File: config.mk
export PLATFORM = sky130hd
export DESIGN_NAME = uart_mmio
export DESIGN_NICKNAME = d
export VERILOG_FILES = /design/src/rtl/uart_mmio.sv
export SDC_FILE = /design/constraint.sdc
export NUM_CORES = 1
export LEC_CHECK = 0
export CAP_MARGIN = 20
export CORE_MARGIN = 1.5
export CORE_UTILIZATION = 51
export CTS_BUF_LIST = sky130_fd_sc_hd__clkbuf_2
export CTS_CLUSTER_DIAMETER = 200
export DETAILED_ROUTE_END_ITERATION = 10
export MAX_ROUTING_LAYER = met4
export PLACE_DENSITY_LB_ADDON = 0.15
export SETUP_SLACK_MARGIN = 0.1
export SYNTH_ARGS = -nofsm -noshare
export SYNTH_HDL_FRONTEND = slang
export SYNTH_SLANG_ARGS = --single-unit
File: constraint.sdc
create_clock -name clk -period 2.6 [get_ports clk]
set_input_delay 0.65 -clock clk [delete_from_list [all_inputs] [get_ports clk]]
set_output_delay 0.65 -clock clk [all_outputs]
set_load 0.005 [all_outputs]
File: src/rtl/uart_mmio.sv
// uart_mmio: memory-mapped 8N1 UART with TXD/RXD/CON registers and a level IRQ.
// rdata is combinational so the CPU sees it with data-memory read timing.
module uart_mmio #(
    parameter int         BAUD_DIV = 2604,
    parameter logic [7:0] ADDR_TXD = 8'h18,
    parameter logic [7:0] ADDR_RXD = 8'h1C,
    parameter logic [7:0] ADDR_CON = 8'h20
) (
    input  logic        clk,
    input  logic        reset,
    input  logic        rd,
    input  logic        wr,
    input  logic [31:0] addr,
    input  logic [31:0] wdata,
    output logic [31:0] rdata,
    input  logic        UART_RX,
    output logic        UART_TX,
    output logic        irqout
);
    localparam int CW = $clog2(BAUD_DIV + 1);
    localparam logic [CW-1:0] FULL = CW'(BAUD_DIV);
    localparam logic [CW-1:0] HALF = CW'(BAUD_DIV / 2);
    localparam logic [CW-1:0] ONE  = CW'(1);

    typedef enum logic [1:0] {IDLE, START, DATA, STOP} state_t;

    state_t        tx_state_q, tx_state_d, rx_state_q, rx_state_d;
    logic [CW-1:0] tx_cnt_q, tx_cnt_d, rx_cnt_q, rx_cnt_d;
    logic [2:0]    tx_bit_q, tx_bit_d, rx_bit_q, rx_bit_d;
    logic [7:0]    tx_shift_q, tx_shift_d, tx_byte_q, tx_byte_d;
    logic [7:0]    rx_shift_q, rx_shift_d, rx_data_q, rx_data_d;
    logic          tx_line_q, tx_line_d, tx_done_q, tx_done_d, tx_set_done;
    logic          rx_valid_q, rx_valid_d, rx_overrun_q, rx_overrun_d, rx_done;
    logic          tx_irq_en_q, tx_irq_en_d, rx_irq_en_q, rx_irq_en_d, irq_q;
    logic          rx_s1_q, rx_s2_q, rx_s3_q;
    logic          sel_txd, sel_rxd, sel_con, wr_txd, rd_rxd, rd_con, tx_busy;
    logic          unused_ok;

    assign unused_ok = &{1'b0, addr[31:8], wdata[31:8]};
    assign sel_txd   = addr[7:0] == ADDR_TXD;
    assign sel_rxd   = addr[7:0] == ADDR_RXD;
    assign sel_con   = addr[7:0] == ADDR_CON;
    assign wr_txd    = wr & sel_txd;
    assign rd_rxd    = rd & sel_rxd;
    assign rd_con    = rd & sel_con;
    assign tx_busy   = tx_state_q != IDLE;
    assign UART_TX   = tx_line_q;
    assign irqout    = irq_q;

    assign rdata = !rd    ? 32'd0 :
                   sel_txd ? {24'd0, tx_byte_q} :
                   sel_rxd ? {24'd0, rx_data_q} :
                   sel_con ? {26'd0, rx_overrun_q, tx_busy, rx_valid_q, tx_done_q, rx_irq_en_q, tx_irq_en_q} :
                             32'd0;

    // Counters load a period and the state acts on the cycle the count reaches one.
    always_comb begin
        tx_state_d  = tx_state_q;
        tx_cnt_d    = tx_cnt_q - ONE;
        tx_bit_d    = tx_bit_q;
        tx_shift_d  = tx_shift_q;
        tx_byte_d   = tx_byte_q;
        tx_line_d   = tx_line_q;
        tx_set_done = 1'b0;
        case (tx_state_q)
            IDLE: begin
                tx_cnt_d = FULL;
                if (wr_txd) begin
                    tx_state_d = START;
                    tx_byte_d  = wdata[7:0];
                    tx_shift_d = wdata[7:0];
                    tx_line_d  = 1'b0;
                end
            end
            START: if (tx_cnt_q == ONE) begin
                tx_state_d = DATA;
                tx_cnt_d   = FULL;
                tx_bit_d   = 3'd0;
                tx_line_d  = tx_shift_q[0];
            end
            DATA: if (tx_cnt_q == ONE) begin
                tx_cnt_d   = FULL;
                tx_bit_d   = tx_bit_q + 3'd1;
                tx_shift_d = {1'b0, tx_shift_q[7:1]};
                tx_line_d  = tx_bit_q == 3'd7 ? 1'b1 : tx_shift_q[1];
                tx_state_d = tx_bit_q == 3'd7 ? STOP : DATA;
            end
            default: if (tx_cnt_q == ONE) begin
                tx_state_d  = IDLE;
                tx_set_done = 1'b1;
            end
        endcase
    end

    always_comb begin
        rx_state_d = rx_state_q;
        rx_cnt_d   = rx_cnt_q - ONE;
        rx_bit_d   = rx_bit_q;
        rx_shift_d = rx_shift_q;
        rx_done    = 1'b0;
        case (rx_state_q)
            IDLE: begin
                rx_cnt_d   = HALF;
                rx_state_d = (rx_s3_q & ~rx_s2_q) ? START : IDLE;
            end
            START: if (rx_cnt_q == ONE) begin
                rx_cnt_d   = FULL;
                rx_bit_d   = 3'd0;
                rx_state_d = rx_s2_q ? IDLE : DATA;
            end
            DATA: if (rx_cnt_q == ONE) begin
                rx_cnt_d   = FULL;
                rx_bit_d   = rx_bit_q + 3'd1;
                rx_shift_d = {rx_s2_q, rx_shift_q[7:1]};
                rx_state_d = rx_bit_q == 3'd7 ? STOP : DATA;
            end
            default: if (rx_cnt_q == ONE) begin
                rx_state_d = IDLE;
                rx_done    = rx_s2_q;
            end
        endcase
    end

    // A flag being set in the same cycle as a clearing read keeps the set.
    assign tx_done_d    = tx_set_done | (tx_done_q & ~rd_con);
    assign rx_data_d    = rx_done ? rx_shift_q : rx_data_q;
    assign rx_valid_d   = rx_done | (rx_valid_q & ~rd_rxd);
    assign rx_overrun_d = rx_done ? (rx_overrun_q | (rx_valid_q & ~rd_rxd)) : (rx_overrun_q & ~rd_rxd);
    assign tx_irq_en_d  = (wr & sel_con) ? wdata[0] : tx_irq_en_q;
    assign rx_irq_en_d  = (wr & sel_con) ? wdata[1] : rx_irq_en_q;

    always_ff @(posedge clk or negedge reset) begin
        if (!reset) begin
            tx_state_q   <= IDLE;
            rx_state_q   <= IDLE;
            tx_cnt_q     <= '0;
            rx_cnt_q     <= '0;
            tx_bit_q     <= '0;
            rx_bit_q     <= '0;
            tx_shift_q   <= '0;
            tx_byte_q    <= '0;
            rx_shift_q   <= '0;
            rx_data_q    <= '0;
            tx_line_q    <= 1'b1;
            tx_done_q    <= 1'b0;
            rx_valid_q   <= 1'b0;
            rx_overrun_q <= 1'b0;
            tx_irq_en_q  <= 1'b0;
            rx_irq_en_q  <= 1'b0;
            irq_q        <= 1'b0;
            rx_s1_q      <= 1'b1;
            rx_s2_q      <= 1'b1;
            rx_s3_q      <= 1'b1;
        end else begin
            tx_state_q   <= tx_state_d;
            rx_state_q   <= rx_state_d;
            tx_cnt_q     <= tx_cnt_d;
            rx_cnt_q     <= rx_cnt_d;
            tx_bit_q     <= tx_bit_d;
            rx_bit_q     <= rx_bit_d;
            tx_shift_q   <= tx_shift_d;
            tx_byte_q    <= tx_byte_d;
            rx_shift_q   <= rx_shift_d;
            rx_data_q    <= rx_data_d;
            tx_line_q    <= tx_line_d;
            tx_done_q    <= tx_done_d;
            rx_valid_q   <= rx_valid_d;
            rx_overrun_q <= rx_overrun_d;
            tx_irq_en_q  <= tx_irq_en_d;
            rx_irq_en_q  <= rx_irq_en_d;
            irq_q        <= (tx_irq_en_q & tx_done_q) | (rx_irq_en_q & rx_valid_q);
            rx_s1_q      <= UART_RX;
            rx_s2_q      <= rx_s1_q;
            rx_s3_q      <= rx_s2_q;
        end
    end
endmodule
==> results of run 1 <==
critical path: cells and delay by family:
| kind | cells | cell delay [ns] |
|---|---|---|
| buffers and inverters | 4 | 0.49 |
| AND/OR/NAND/NOR | 3 | 0.90 |
| AO/OA/AOI/OAI | 1 | 0.06 |
where the power goes:
group          internal, mW  switching, mW  total (mW)
Sequential             1.33          0.106        1.44
Combinational         0.387          0.459       0.846
Clock                 0.315          0.412       0.727
stage by stage:
step	hold WS (ns)	util	instance area, um^2	worst slack, ns	TNS (ns)
final	0.108	0.621	4580	-0.156	-0.690
after global routing	0.0929	0.621	4580	-0.225	-1.21
after CTS	0.105	0.619	4560	-0.161	-0.725
after detailed placement	0.355	0.594	4380	-0.894	-9.92
after global placement	0.347	0.594	4380	-0.875	-9.46
after floorplan	0.345	-	4040	0.111	0
synthesized netlist by cell type, drive strengths merged (2+ instances only):
master / instances / area, um^2
a21o: 2 / 15.0
a21oi: 13 / 68.8
a22o: 6 / 52.6
a22oi: 6 / 45.0
a31oi: 2 / 12.5
a32o: 2 / 20.0
and4b: 3 / 30.0
buf: 29 / 210
clkbuf: 3 / 11.3
dfrtp: 72 / 1800
dfstp: 4 / 105
ha: 16 / 200
inv: 12 / 45.0
mux2: 48 / 544
mux2i: 3 / 33.8
nand2: 22 / 82.6
nand2b: 5 / 31.3
nand3: 3 / 15.0
nand3b: 2 / 15.0
nor2: 27 / 118
nor2b: 8 / 50.1
nor3: 11 / 60.1
nor4: 5 / 46.3
o21ai: 12 / 60.1
or4: 3 / 26.3
xnor2: 11 / 96.3
xor2: 6 / 52.6
state kept, by name (all words and copies together) (netlist names), 2 cells and up:
register,cells
rx_shift_q,8
rx_data_q,8
tx_bit_q,3
rx_cnt_q,12
tx_cnt_q,12
rx_state_q,2
tx_shift_q,8
tx_state_q,2
tx_byte_q,8
rx_bit_q,3
cells in the final DEF, fill, tap and decap left out, types with 12 or more instances in the layout:
master                            netlist  layout
sky130_fd_sc_hd__a21oi_1               12      12
sky130_fd_sc_hd__buf_4                 24      15
sky130_fd_sc_hd__clkdlybuf4s50_1        0      13
sky130_fd_sc_hd__conb_1                 1      24
sky130_fd_sc_hd__dfrtp_1               72      72
sky130_fd_sc_hd__ha_1                  16      16
sky130_fd_sc_hd__inv_1                 12      12
sky130_fd_sc_hd__mux2_2                40      40
sky130_fd_sc_hd__nand2_1               22      21
sky130_fd_sc_hd__nor2_1                26      24
sky130_fd_sc_hd__o21ai_0               12      12
routing by layer:
layer	share of wire	global-route usage	routed length [um]	vias to the layer above
li1	-	-	-	1283
met1	0.47	0.274	3460	1285
met2	0.48	0.295	3470	67
met3	0.041	0.0494	298	7
met4	0.0084	0.0599	61	0
met5	0	-	0	-
repair_timing:
item / 4_1_cts / 5_1_grt
buffers inserted: 6 / 1
pin swaps: 7 / 3
setup endpoints to repair: 8 / 8
endpoints found under the hold margin: 0 / 0
gates resized for setup: 60 / 5
logic make-up (layout without fill, tap and decap cells):
family	after synthesis	after routing	share of synthesized area
buf+inv	44	80	0.0675
mux	51	51	0.146
simple gates	94	94	0.129
flops	76	76	0.483
other cells	1	24	0.000949
xor+xnor	17	17	0.0377
fa+ha+maj	16	16	0.0507
compound gates	50	50	0.0852
worst paths after layout:
check,slack [ns],endpoint,depth (start not counted),from
min,0.11,rx_bit_q[2],2,reset
max in group asynchronous,2.12,UART_TX,2,reset
max reg2reg,0.29,tx_state_q[1],6,tx_cnt_q[7]
min in group clk,0.38,rx_s2_q,0,rx_s1_q
max,-0.16,rdata[0],8,addr[0]
min reg2reg,0.38,rx_s2_q,0,rx_s1_q
layout make-up:
cell class,instances,area (um^2)
well taps,99,124
inverters,12,45.0
clock inverters,7,90.1
clock buffers,9,45.0
flip-flops and latches,76,1910
fillers,624,2790
multi-input cells,252,1910
repair buffers,52,450
==> flow_metrics.py, run 1 <==
metrics = {
    "run": {
        "max_cap_viol_count": 0,
    },
    "die": {
        "die_y_um": 91.0,
        "initial_utilization": 0.536,
        "floorplan.core_area_mm2": 0.00737,
        "floorplan.io_pins": 103,
        "die_outline_area_mm2": 0.00828,
        "die_x_um": 91.0,
        "core.rowCount": 31,
    },
    "cells_and_area": {
        "share_of_layout_cells_above_drive_strength_1": 0.275,
        "area.growth.synth_to_final_pct": 15.8,
        "total_number_of_nets_in_the_final_design": 488,
        "fin_cells": 507,
        "diodes": 0,
    },
    "placed_design": {
        "gp_routability_congestion": 0.887,
        "numPlacedInstances": 485,
        "detailedPlacementHpwl_mm": 5.24,
        "port_buffers": 30,
    },
    "sta": {
        "remaining_max_slew_budget_at_the_tightest_pin": 0.596,
        "max_freq_ghz": 0.363,
        "worst_slack_ns": -0.156,
        "timing.clock.skew_ns": 0.0238,
        "final.min_clock_period_ns": 2.76,
        "report.final.hold_viol_count": 0,
        "layout_worst_path_cycle_share": 1.06,
        "slew_viol_final": 0,
        "rsz_0062_raised_after_global_routing": "true",
        "timing_worst_slew_pin_value_ns": 0.601,
        "final-setup-viol-count": 6,
    },
    "yosys": {
        "yosysSeqAreaShare": 0.483,
        "yosys.cell_types.count": 51,
        "synth.avg_cell_area_um2": 11.3,
        "synth_enable_flop_cells": 0,
        "async_flop_share": 1.00,
        "synth.cell_area_mm2": 0.00395,
        "ys_seq_elements": 76,
        "postSynth.topFlopCell": "sky130_fd_sc_hd__dfrtp_1",
        "postSynthCellCount": 349,
        "ys.warnings.count": 0,
    },
    "drt": {
        "route.antenna.remaining_nets": 0,
        "detail_route.iter0.violations": 117,
        "detail_route.drc_violations": 0,
        "via_count": 2642,
        "first_pass_iters": 4,
        "avgViaCountPerCell": 5.21,
        "drt_wl_total_mm": 7.29,
        "average_wire_per_standard_cell_um": 14.4,
    },
    "power_and_ir_drop": {
        "finalPower_mw": 3.01,
        "total_power_divided_by_cell_area_mw_per_mm2": 658,
        "power_leakage_nw": 2.13,
        "irDropWorstVdd_mv": 0.332,
    },
    "cts": {
        "tritoncts_num_sinks": 76,
        "ctsHoldBuffers": 0,
        "clock_tree.buffer_depth": 2,
        "ctsRootBufferMaster": "sky130_fd_sc_hd__clkbuf_2",
        "htree_levels": 3,
        "cts_tree": "built",
        "cts_made_buffers": 9,
        "worst_skew_pair.late_latency_ns": 0.52,
        "clk_pin_slew_ns": 0.22,
    },
    "worst_setup_path": {
        "cp_max_fo": 4,
        "crit_path_frequent_cell": "sky130_fd_sc_hd__buf_6",
        "criticalPathCategory": "input pin to primary output",
        "cp_slowest_stage_delay_ns": 0.57,
        "startpoint_type": "input pin",
        "timing.critical_path.cells": "buf_6 > or4_4 > nor4_4 > buf_6 > buf_6 > a22oi_2 > nor2b_1 > buf_2",
        "crit_required_ns": 1.95,
        "setup.worst_path.end_class": "primary output",
        "slowest_stage": "sky130_fd_sc_hd__or4_4",
        "critical_path_arrival_ns": 2.11,
    },
    "run_status": {
        "failing_checks": "negative setup slack",
        "run_status": "finished, violations left",
    },
    "global_routing": {
        "wire_length_of_the_first_global_routing_pass_mm": 12.6,
        "grt_start_max_net_pins": 77,
        "initial_antenna_violation_count": 0,
        "grt-ovfl-total": 0,
        "grt_usage": 0.200,
        "number_of_global_route_vias_before_repair": 2580,
    },
    "hold_path": {
        "hold_class": "input pin to async pin",
    },
}
(Power assumes the default switching activity.)
==> run 2: changes to the inputs <==
--- a/config.mk
+++ b/config.mk
@@ -6,7 +6,6 @@
 export NUM_CORES = 1
 export LEC_CHECK = 0
 export CAP_MARGIN = 20
-export CORE_MARGIN = 1.5
 export CORE_UTILIZATION = 51
 export CTS_BUF_LIST = sky130_fd_sc_hd__clkbuf_2
 export CTS_CLUSTER_DIAMETER = 200
==> flow_metrics.py, run 2 (synthesis results as in run 1) <==
metrics = {
    "run_status": {
        "failing_checks": "negative setup slack",
        "run_status": "finished, violations left",
    },
    "placed_design": {
        "numPlacedInstances": 484,
        "detailedPlacementHpwl_mm": 5.22,
        "gp_routability_congestion": 0.835,
        "port_buffers": 30,
    },
    "cells_and_area": {
        "layout.cells.most_common": "sky130_fd_sc_hd__dfrtp_1",
        "most-common-layout-cells": "72 x sky130_fd_sc_hd__dfrtp_1, 40 x sky130_fd_sc_hd__mux2_2, 26 x sky130_fd_sc_hd__nor2_1, 24 x sky130_fd_sc_hd__conb_1, 22 x sky130_fd_sc_hd__nand2_1",
        "fin_cells": 506,
        "total_number_of_nets_in_the_final_design": 487,
        "area.growth.synth_to_final_pct": 16.4,
        "final_core_utilization": 0.624,
        "share_of_layout_cells_above_drive_strength_1": 0.270,
        "largestRegisters": "rx_cnt_q (12), tx_cnt_q (12)",
        "diodes": 0,
    },
    "run": {
        "max_cap_viol_count": 0,
    },
    "worst_setup_path": {
        "timing.critical_path.cells": "buf_6 > or4_4 > nor4_4 > buf_4 > buf_6 > a22oi_2 > nor2b_1 > buf_2",
        "critical_path_arrival_ns": 2.10,
        "crit_path_frequent_cell": "sky130_fd_sc_hd__buf_6",
        "slowest_stage": "sky130_fd_sc_hd__or4_4",
        "cp_max_fo": 3,
        "criticalPathCategory": "input pin to primary output",
        "cp_slowest_stage_delay_ns": 0.57,
        "startpoint_type": "input pin",
        "crit_required_ns": 1.95,
        "setup.worst_path.end_class": "primary output",
    },
    "drt": {
        "avgViaCountPerCell": 5.23,
        "average_wire_per_standard_cell_um": 14.7,
        "detail_route.drc_violations": 0,
        "drt_wl_total_mm": 7.45,
        "via_count": 2646,
        "first_pass_iters": 4,
        "route.antenna.remaining_nets": 0,
        "detail_route.iter0.violations": 98,
    },
    "cts": {
        "ctsRootBufferMaster": "sky130_fd_sc_hd__clkbuf_2",
        "ctsHoldBuffers": 0,
        "worst_skew_pair.late_latency_ns": 0.52,
        "htree_levels": 3,
        "clock_tree.buffer_depth": 2,
        "tritoncts_num_sinks": 76,
        "clk_pin_slew_ns": 0.24,
        "cts_made_buffers": 9,
        "cts_tree": "built",
    },
    "power_and_ir_drop": {
        "irDropWorstVdd_mv": 0.345,
        "power_leakage_nw": 2.13,
        "total_power_divided_by_cell_area_mw_per_mm2": 683,
    },
    "sta": {
        "timing_worst_slew_pin_value_ns": 0.631,
        "final-setup-viol-count": 6,
        "layout_worst_path_cycle_share": 1.06,
        "report.final.hold_viol_count": 0,
        "remaining_max_slew_budget_at_the_tightest_pin": 0.576,
        "rsz_0062_raised_after_global_routing": "true",
        "timing.clock.skew_ns": 0.0244,
        "final.min_clock_period_ns": 2.75,
        "worst_slack_ns": -0.152,
        "max_freq_ghz": 0.363,
        "slew_viol_final": 0,
    },
    "global_routing": {
        "grt_use_met2": 0.319,
        "wire_length_of_the_first_global_routing_pass_mm": 12.6,
        "grt.met3_usage": 0.0305,
        "gr-max-usage-layer": "met2",
        "initial_antenna_violation_count": 0,
        "grt_start_max_net_pins": 42,
        "use_met1": 0.256,
        "number_of_global_route_vias_before_repair": 2690,
        "grt_usage": 0.203,
        "grt-ovfl-total": 0,
    },
    "die": {
        "die_x_um": 90.0,
        "initial_utilization": 0.536,
        "die_y_um": 90.0,
        "floorplan.core_area_mm2": 0.00737,
        "floorplan.io_pins": 103,
        "die_outline_area_mm2": 0.00810,
        "core.rowCount": 31,
    },
    "hold_path": {
        "hold_class": "input pin to async pin",
    },
}
run 2: changes by cell type in the layout (fill, tap and decap cells not counted):
cell,change
sky130_fd_sc_hd__clkinv_2,-2
sky130_fd_sc_hd__clkinv_4,+2
sky130_fd_sc_hd__nor2_1,+2
sky130_fd_sc_hd__nor2_2,-2
sky130_fd_sc_hd__a22oi_1,-1
sky130_fd_sc_hd__a22oi_2,+1
sky130_fd_sc_hd__buf_2,-1
sky130_fd_sc_hd__bufinv_16,+1
sky130_fd_sc_hd__clkinv_1,-1
sky130_fd_sc_hd__nand2_1,+1
sky130_fd_sc_hd__nand2_4,-1
run 2: worst paths after layout:
check / endpoint / start / slack (ns) / cells after the start
worst max-delay path: rdata[0] / addr[0] / -0.15 / 8
worst min-delay path: rx_bit_q[2] / reset / 0.04 / 1
worst max register to register: tx_state_q[1] / tx_cnt_q[7] / 0.33 / 6
worst min register to register: rx_s2_q / rx_s1_q / 0.38 / 0
max in group asynchronous: UART_TX / reset / 1.90 / 2
min in group clk: rx_s2_q / rx_s1_q / 0.38 / 0
run 2: timing repair:
action,CTS,global route
pin swaps,11,0
endpoints found under the setup margin,8,8
gates cloned,0,0
setup buffers,6,0
gates resized for setup,61,0
run 2: area by class of cell:
| class | count | area [um^2] |
|---|---|---|
| clock buffers | 9 | 45.0 |
| clock inverters | 7 | 124 |
| fillers | 622 | 2770 |
| inverters | 12 | 45.0 |
| multi-input cells | 252 | 1910 |
| flip-flops and latches | 76 | 1910 |
| well taps | 99 | 124 |
| repair buffers | 51 | 445 |
run 2: routing by layer:
metal	up-vias	part of all wire
met3	14	0.025
met2	57	0.48
li1	1284	-
met1	1291	0.47
met4	0	0.026
met5	-	0
run 2: power by group:
part	switching (mW)	internal, mW
combinational	0.463	0.386
clock	0.433	0.421
sequential	0.107	1.33
total	1.00	2.14
run 2: stage by stage:
step / total power [mW] / setup TNS [ns] / worst slack (ns) / hold WS, ns / area (um^2)
2_1_floorplan: 2.08 / 0 / 0.111 / 0.345 / 4040
3_3_place_gp: 2.29 / -9.34 / -0.864 / 0.347 / 4370
3_5_place_dp: 2.31 / -9.95 / -0.885 / 0.353 / 4370
4_1_cts: 3.17 / -0.573 / -0.130 / 0.0319 / 4600
5_1_grt: 3.34 / -1.12 / -0.210 / 0.0369 / 4600
6_report: 3.14 / -0.693 / -0.152 / 0.0410 / 4600
run 2: critical path, delay by kind of cell:
family          cells  cell delay [ns]
buf+inv             4             0.50
compound gates      1             0.06
simple gates        3             0.89
